<file path="src/rtl/tdc_meas_ctrl.sv">
// ============================================================================
// Module   : tdc_meas_ctrl
// Brief    : TDC measurement sequencer; accumulates 2^LOG_SAMPLES tap counts
//            into sum/min/max. Option: TDC_MEAS_CTRL_BUBBLE_FIX_EN (popcount).
// Revision : 1.0 - initial release
// ============================================================================
`default_nettype none

module tdc_meas_ctrl #(
  parameter int DATA_WIDTH     = 252,
  parameter int CNT_WIDTH      = 8,
  parameter int LOG_SAMPLES    = 2,
  parameter int SETTLE_CYCLES  = 4,
  parameter int CAPTURE_CYCLES = 8
) (
  input  logic                             clk,
  input  logic                             reset_b,
  input  logic                             req_valid,
  output logic                             req_ready,
  output logic                             resp_valid,
  input  logic                             resp_ready,
  output logic [CNT_WIDTH+LOG_SAMPLES-1:0] resp_sum,
  output logic [CNT_WIDTH-1:0]             resp_min,
  output logic [CNT_WIDTH-1:0]             resp_max,
  output logic                             resp_bubble,
  output logic                             resp_ovf,
  output logic                             busy,
  output logic                             tdc_reset_b,
  output logic                             tdc_start,
  input  logic [DATA_WIDTH-1:0]            tdc_dout
);

  localparam int c_sum_w   = CNT_WIDTH + LOG_SAMPLES;
  localparam int c_tmr_max = (SETTLE_CYCLES > CAPTURE_CYCLES) ? SETTLE_CYCLES : CAPTURE_CYCLES;
  localparam int c_tmr_w   = $clog2(c_tmr_max + 1);
  localparam int c_idx_w   = (LOG_SAMPLES > 0) ? LOG_SAMPLES : 1;
  localparam logic [c_idx_w-1:0]    c_last_idx   = c_idx_w'((1 << LOG_SAMPLES) - 1);
  localparam logic [c_tmr_w-1:0]    c_settle_end = c_tmr_w'(SETTLE_CYCLES - 1);
  localparam logic [c_tmr_w-1:0]    c_wait_end   = c_tmr_w'(CAPTURE_CYCLES - 1);
  localparam logic [DATA_WIDTH-1:0] c_one        = DATA_WIDTH'(1);
  localparam logic [CNT_WIDTH-1:0]  c_full       = CNT_WIDTH'(DATA_WIDTH);

  typedef enum logic [2:0] {
    S_IDLE   = 3'd0,
    S_CLEAR  = 3'd1,
    S_SETTLE = 3'd2,
    S_LAUNCH = 3'd3,
    S_WAIT   = 3'd4,
    S_SAMPLE = 3'd5,
    S_ACCUM  = 3'd6,
    S_RESP   = 3'd7
  } state_t;

  state_t                  r_state;
  logic [c_tmr_w-1:0]      r_tmr;
  logic [c_idx_w-1:0]      r_idx;
  logic [DATA_WIDTH-1:0]   r_dout_q;
  logic [c_sum_w-1:0]      r_sum;
  logic [CNT_WIDTH-1:0]    r_min;
  logic [CNT_WIDTH-1:0]    r_max;
  logic                    r_bubble;
  logic                    r_ovf;
  logic                    r_resp_valid;
  logic                    r_tdc_reset_b;
  logic                    r_tdc_start;

  logic [CNT_WIDTH-1:0]    w_count;
  logic                    w_bubble;
  logic                    w_ovf;

  always_comb begin
`ifdef TDC_MEAS_CTRL_BUBBLE_FIX_EN
    w_count = '0;
    for (int i = 0; i < DATA_WIDTH; i++)
      w_count = w_count + CNT_WIDTH'(r_dout_q[i]);
`else
    // Scan downward so the lowest clear bit wins.
    w_count = c_full;
    for (int i = DATA_WIDTH - 1; i >= 0; i--)
      if (!r_dout_q[i]) w_count = CNT_WIDTH'(i);
`endif
    // A clean thermometer code is 2^k-1, so it shares no set bit with itself+1.
    w_bubble = |(r_dout_q & (r_dout_q + c_one));
    w_ovf    = (w_count == c_full);
  end

  always_ff @(posedge clk or negedge reset_b) begin
    if (!reset_b) begin
      r_state       <= S_IDLE;
      r_tmr         <= '0;
      r_idx         <= '0;
      r_dout_q      <= '0;
      r_sum         <= '0;
      r_min         <= '0;
      r_max         <= '0;
      r_bubble      <= 1'b0;
      r_ovf         <= 1'b0;
      r_resp_valid  <= 1'b0;
      r_tdc_reset_b <= 1'b0;
      r_tdc_start   <= 1'b0;
    end else begin
      case (r_state)
        S_IDLE: if (req_valid) begin
          r_state  <= S_CLEAR;
          r_idx    <= '0;
          r_sum    <= '0;
          r_min    <= '1;
          r_max    <= '0;
          r_bubble <= 1'b0;
          r_ovf    <= 1'b0;
        end
        S_CLEAR: begin
          r_state       <= S_SETTLE;
          r_tmr         <= '0;
          r_tdc_reset_b <= 1'b1;
        end
        S_SETTLE: begin
          if (r_tmr == c_settle_end) r_state <= S_LAUNCH;
          else                       r_tmr   <= r_tmr + 1'b1;
        end
        S_LAUNCH: begin
          r_state     <= S_WAIT;
          r_tmr       <= '0;
          r_tdc_start <= 1'b1;
        end
        S_WAIT: begin
          if (r_tmr == c_wait_end) r_state <= S_SAMPLE;
          else                     r_tmr   <= r_tmr + 1'b1;
        end
        S_SAMPLE: begin
          r_dout_q      <= tdc_dout;
          r_state       <= S_ACCUM;
          r_tdc_reset_b <= 1'b0;
          r_tdc_start   <= 1'b0;
        end
        S_ACCUM: begin
          r_sum    <= r_sum + c_sum_w'(w_count);
          if (w_count < r_min) r_min <= w_count;
          if (w_count > r_max) r_max <= w_count;
          r_bubble <= r_bubble | w_bubble;
          r_ovf    <= r_ovf | w_ovf;
          if (r_idx == c_last_idx) begin
            r_state      <= S_RESP;
            r_resp_valid <= 1'b1;
          end else begin
            r_idx   <= r_idx + 1'b1;
            r_state <= S_CLEAR;
          end
        end
        S_RESP: if (resp_ready) begin
          r_state      <= S_IDLE;
          r_resp_valid <= 1'b0;
        end
        default: r_state <= S_IDLE;
      endcase
    end
  end

  assign req_ready   = (r_state == S_IDLE);
  assign busy        = (r_state != S_IDLE);
  assign resp_valid  = r_resp_valid;
  assign resp_sum    = r_sum;
  assign resp_min    = r_min;
  assign resp_max    = r_max;
  assign resp_bubble = r_bubble;
  assign resp_ovf    = r_ovf;
  assign tdc_reset_b = r_tdc_reset_b;
  assign tdc_start   = r_tdc_start;

endmodule

`default_nettype wire

</file>
<file path="config.mk">
export PLATFORM = sky130hd
export DESIGN_NAME = tdc_meas_ctrl
export DESIGN_NICKNAME = d
export VERILOG_FILES = /design/src/rtl/tdc_meas_ctrl.sv
export SDC_FILE = /design/constraint.sdc
export NUM_CORES = 1
export LEC_CHECK = 0
export BUFFER_PORTS_ARGS = -buffer_cell sky130_fd_sc_hd__buf_2
export CAP_MARGIN = 15
export CORE_ASPECT_RATIO = 0.7
export CORE_MARGIN = 2
export CORE_UTILIZATION = 40
export DETAILED_ROUTE_END_ITERATION = 8
export GPL_TIMING_DRIVEN = 0
export HOLD_SLACK_MARGIN = 0.1
export PLACE_DENSITY = 0.63
export SETUP_SLACK_MARGIN = 0.2
export SLEW_MARGIN = 20
export SYNTH_ARGS = -nofsm -noshare
export SYNTH_HDL_FRONTEND = slang
export SYNTH_SLANG_ARGS = --single-unit
</file>
<file path="constraint.sdc">
create_clock -name clk -period 11.5 [get_ports clk]
set_clock_uncertainty 0.05 [all_clocks]
set_input_delay 3.45 -clock clk [delete_from_list [all_inputs] [get_ports clk]]
set_output_delay 3.45 -clock clk [all_outputs]
set_load 0.02 [all_outputs]
</file>
==> impl_summary.md <==
Detailed routing
In this run the remaining antenna-violating nets after routing total 0. Wires add up to 81.64 mm. Dividing the detail-routed via count by the number of cells gives 6.491.

The detailed router finished its first iteration with around 2600 violations. The detailed-routing iteration count for the pre-antenna-repair pass is 7. The final routed DRC violation total is 0. In the final routed layout, each cell accounts on average for 26.03 um.

Summing over every cut layer, the via total after detailed routing is roughly 20000.

Power
The share of power burned in registers is 40.8%. The internal portion of the total power is 3188 uW. The clock network power share is 17.3%. In this run switching power makes up 47.73% of total power. The ratio of total power to cell area is about 270 nW/um2.

The standby leakage power is between 0.009 and 0.01 uW. The fraction of power consumed by combinational cells is 41.8%. The power spent charging and discharging nets is between 2000 and 3000 uW. The worst vdd rail ir drop is roughly 0.14 mV.

Final layout
In the final design database the tool counted roughly 2800 nets. The post-layout instance count excluding filler cells is 3136. The final standard cell utilization of the core is 47.46%. The share of layout cells above drive strength 1 is between 20 and 30%. The relative area change from synthesis to final layout is 17.21%.

Placement
The number of instances in the placed design is ~3100. The final HPWL from detailed placement is 65.96 mm. The worst slack at placement is 5.196 ns. The number of buffers added on ports is 288. Routability-driven placement finished with a final weighted congestion of 1.050.

STA
The timing-limited maximum frequency is 152.5 MHz. The final critical path takes up around 57% of the cycle. In the post-route analysis, the smallest setup slack over all paths is 4.945 ns. The count of final max-slew check failures is 0. The smallest clock period supported by the final layout is computed as 6.555 ns. The worst relative slew slack is 15.88%. The final number of setup-violating endpoints is 0.

The number of endpoints with negative hold slack in the final report is 0. In the final timing run, aggregate negative setup slack is 0 ns. Setup repair after global routing left no endpoint under its margin. The pin slew with the least headroom to its limit is 1.230 ns.

Floorplan
The die covers 50170 um2. The chip width is 266.9 um. The die extent in y is 188.0 um. The region available for standard cell placement spans about 48000 um2. The site row count is 67. The starting density of the core is 40.49%. The I/O pin count is 289.

Run status
The run finished with clean final reports.

Global route
The total routing resource utilization after global routing is 31.93%. The pin count of the biggest net entering global routing is between 100 and 150. The number of global-route vias before repair came to about 19000. The global-route wire length before repair is 122.0 mm. The initial antenna violation count is 6. The final global-route overflow total is 0.

Synthesis
The most used flip-flop cell after synthesis is sky130_fd_sc_hd__dfrtp_1. The cell type with the highest aggregate area in the netlist is sky130_fd_sc_hd__dfrtp_1. After synthesis the cells add up to about 19000 um2. By area the synthesized netlist is led by sky130_fd_sc_hd__dfrtp_1 (38%), sky130_fd_sc_hd__mux2_2 (15%), sky130_fd_sc_hd__nand4_1 (5.2%). Summing the sequential cell areas from Yosys gives 37.77% of the chip area. The mean instance size in the synthesized netlist is 8.908 um2. After technology mapping, the gate count stands at 2172.

During synthesis, Yosys emitted a total of 0 warnings. The netlist uses 85 different library cells. The flip-flop and latch count after synthesis is between 200 and 300. Summed over its instances, the top area cell type makes up 37.77% of the synthesized netlist area. The number of nets in the synthesized netlist is 2449. The share of flip-flops with an asynchronous set or reset after synthesis is 100.0%. The synthesized design contains 0 enable-type register cells.

Worst setup path
The critical path capture point type is a flop. The endpoint arrival time on the critical path is 6.93 ns. The critical path is of the reg -> reg type. Data on the critical path is required at its endpoint by approximately 12 ns. STA classifies the critical path startpoint as a flop. Along the worst path, the maximum fanout reaches 10.

Min path
In this run the worst hold path is classified as reg -> reg.

Clock network
The quantity of gates resized following cts is 0. The clock reaches the later pin of the worst-skew pair after 0.59 ns. The post-CTS repair timing setup buffer count is 0. The hold buffer count at CTS is 0. The CTS tree is done. Clock tree synthesis found a total of 292 sinks. The clock root buffer is sky130_fd_sc_hd__clkbuf_16.

After clock tree synthesis, the clock-pin slew on the worst setup and hold paths is 0.06 ns. The clock passes through at most 3 buffers. The clock buffer count from CTS is 29. CTS built an H-tree with a depth of 1.

Run
The tool flagged a number of max-cap violations equal to 0.
## kinds of logic after synthesis
kind of cell    after synthesis  share of synthesized area [%]
compound gates              475                          16.35
xor+xnor                      9                         0.4074
fa+ha+maj                    22                          1.410
buf+inv                     204                          4.022
flops                       292                          37.77
mux                         271                          15.69
simple gates                899                          24.35
## sequential cells by signal, indices dropped and copies added (netlist names), 2 cells and up
signal,flops
r_idx,2
resp_min,8
resp_max,8
r_tmr,4
r_dout_q,252
r_state,3
resp_sum,10
## placed cells by master, fill, tap and decap left out, types with 13 or more instances in the layout
cell and count:
sky130_fd_sc_hd__nand4_1 160, sky130_fd_sc_hd__o31ai_1 34, sky130_fd_sc_hd__or2_2 15, sky130_fd_sc_hd__buf_2 297, sky130_fd_sc_hd__nand2_1 258, sky130_fd_sc_hd__and3_1 18
sky130_fd_sc_hd__nor3_1 64, sky130_fd_sc_hd__clkbuf_16 29, sky130_fd_sc_hd__or3_1 14, sky130_fd_sc_hd__and4_1 29, sky130_fd_sc_hd__clkbuf_1 88, sky130_fd_sc_hd__a22oi_1 20
sky130_fd_sc_hd__a21oi_1 76, sky130_fd_sc_hd__nor2_1 104, sky130_fd_sc_hd__or4_1 15, sky130_fd_sc_hd__a31oi_1 41, sky130_fd_sc_hd__inv_1 110, sky130_fd_sc_hd__nor4_1 48
sky130_fd_sc_hd__dfrtp_1 292, sky130_fd_sc_hd__a21boi_0 13, sky130_fd_sc_hd__nand2b_1 15, sky130_fd_sc_hd__o21ai_0 132, sky130_fd_sc_hd__a21o_1 13, sky130_fd_sc_hd__ha_1 21
sky130_fd_sc_hd__o2111ai_1 16, sky130_fd_sc_hd__nand3_1 107, sky130_fd_sc_hd__a2111oi_0 20, sky130_fd_sc_hd__mux2_2 259, sky130_fd_sc_hd__a211oi_1 13
## per-layer routing
layer / wire, um / up-vias / global-route usage [%]
met5: 37 / - / 0
met4: 1865 / 6 / 6.547
met3: 9999 / 137 / 8.549
met2: 30930 / 1239 / 41.48
met1: 38800 / 10020 / 51.40
li1: - / 8950 / -
## worst paths after layout
kind / startpoint / to / slack [ns] / cells past startpoint
max: r_dout_q[83]$_DFFE_PN0P_ / resp_bubble$_DFFE_PN0P_ / 4.94 / 13
min: tdc_reset_b$_DFFE_PN0P_ / tdc_reset_b$_DFFE_PN0P_ / 0.47 / 2
max reg2reg: r_dout_q[83]$_DFFE_PN0P_ / resp_bubble$_DFFE_PN0P_ / 4.94 / 13
min reg2reg: tdc_reset_b$_DFFE_PN0P_ / tdc_reset_b$_DFFE_PN0P_ / 0.47 / 2
max in group asynchronous: reset_b / r_dout_q[153]$_DFFE_PN0P_ / 7.56 / 2
min in group asynchronous: reset_b / r_dout_q[16]$_DFFE_PN0P_ / 2.87 / 1
## stage by stage
step           area, um2  total power (uW)  hold WS, ns
2_1_floorplan      19350              3790       0.4199
6_report           22680              6100       0.4694
5_1_grt            22670              6433       0.4900
3_3_place_gp       21570              4847       0.4367
3_5_place_dp       21630              4912       0.4440
4_1_cts            22670              5991       0.4659
## area by class of cell
type	instances	area, um2
Clock inverter	12	239.0
Fill cell	4703	25110
Clock buffer	38	799.5
Tap cell	621	777.0
Sequential cell	292	7307
Buffer	93	361.6
Antenna cell	3	7.507
Multi-Input combinational cell	1676	11260
Timing Repair Buffer	290	1506
Inverter	111	416.7
## cell usage after synthesis (all sizes together) (5+ instances only)
library cell	n
o21bai	5
a211oi	13
nand3	107
xnor2	5
o21ai	134
mux2i	12
a2111oi	20
nand2b	15
nor2	104
o21a	9
or3	14
clkbuf	83
a222oi	6
o2111ai	16
a21o	13
o31ai	35
a21boi	13
a31oi	41
nand2	258
or2	17
dfrtp	292
nor2b	11
and4	29
inv	111
nor4	52
nor3	65
and3	18
o41ai	12
or4	16
ha	21
mux2	259
nand4	164
a21oi	76
and2	12
buf	10
a22oi	20
o211ai	11
## power by group through the flow
stage	sequential (uW)	clock, uW	combinational (uW)
after global routing	2550	1120	2770
final	2490	1060	2550
after global placement	2420	0	2420
after detailed placement	2440	0	2470
after CTS	2430	1080	2490
after floorplan	2080	0	1710
## critical path, cell delays in order (launching register included)
cell and delay, ns:
sky130_fd_sc_hd__dfrtp_1 0.32, sky130_fd_sc_hd__clkbuf_1 0.46, sky130_fd_sc_hd__nand4_1 0.27, sky130_fd_sc_hd__nor4_2 0.54, sky130_fd_sc_hd__nand3_1 0.34, sky130_fd_sc_hd__nor4_2 1.02, sky130_fd_sc_hd__clkbuf_1 0.64, sky130_fd_sc_hd__nand4_1 0.35
sky130_fd_sc_hd__o31ai_1 0.29, sky130_fd_sc_hd__nand4_1 0.21, sky130_fd_sc_hd__a2111oi_0 0.95, sky130_fd_sc_hd__o2111ai_1 0.31, sky130_fd_sc_hd__a2111oi_0 0.50, sky130_fd_sc_hd__a31oi_1 0.16
No activity file was read; power rests on OpenSTA's default activity.
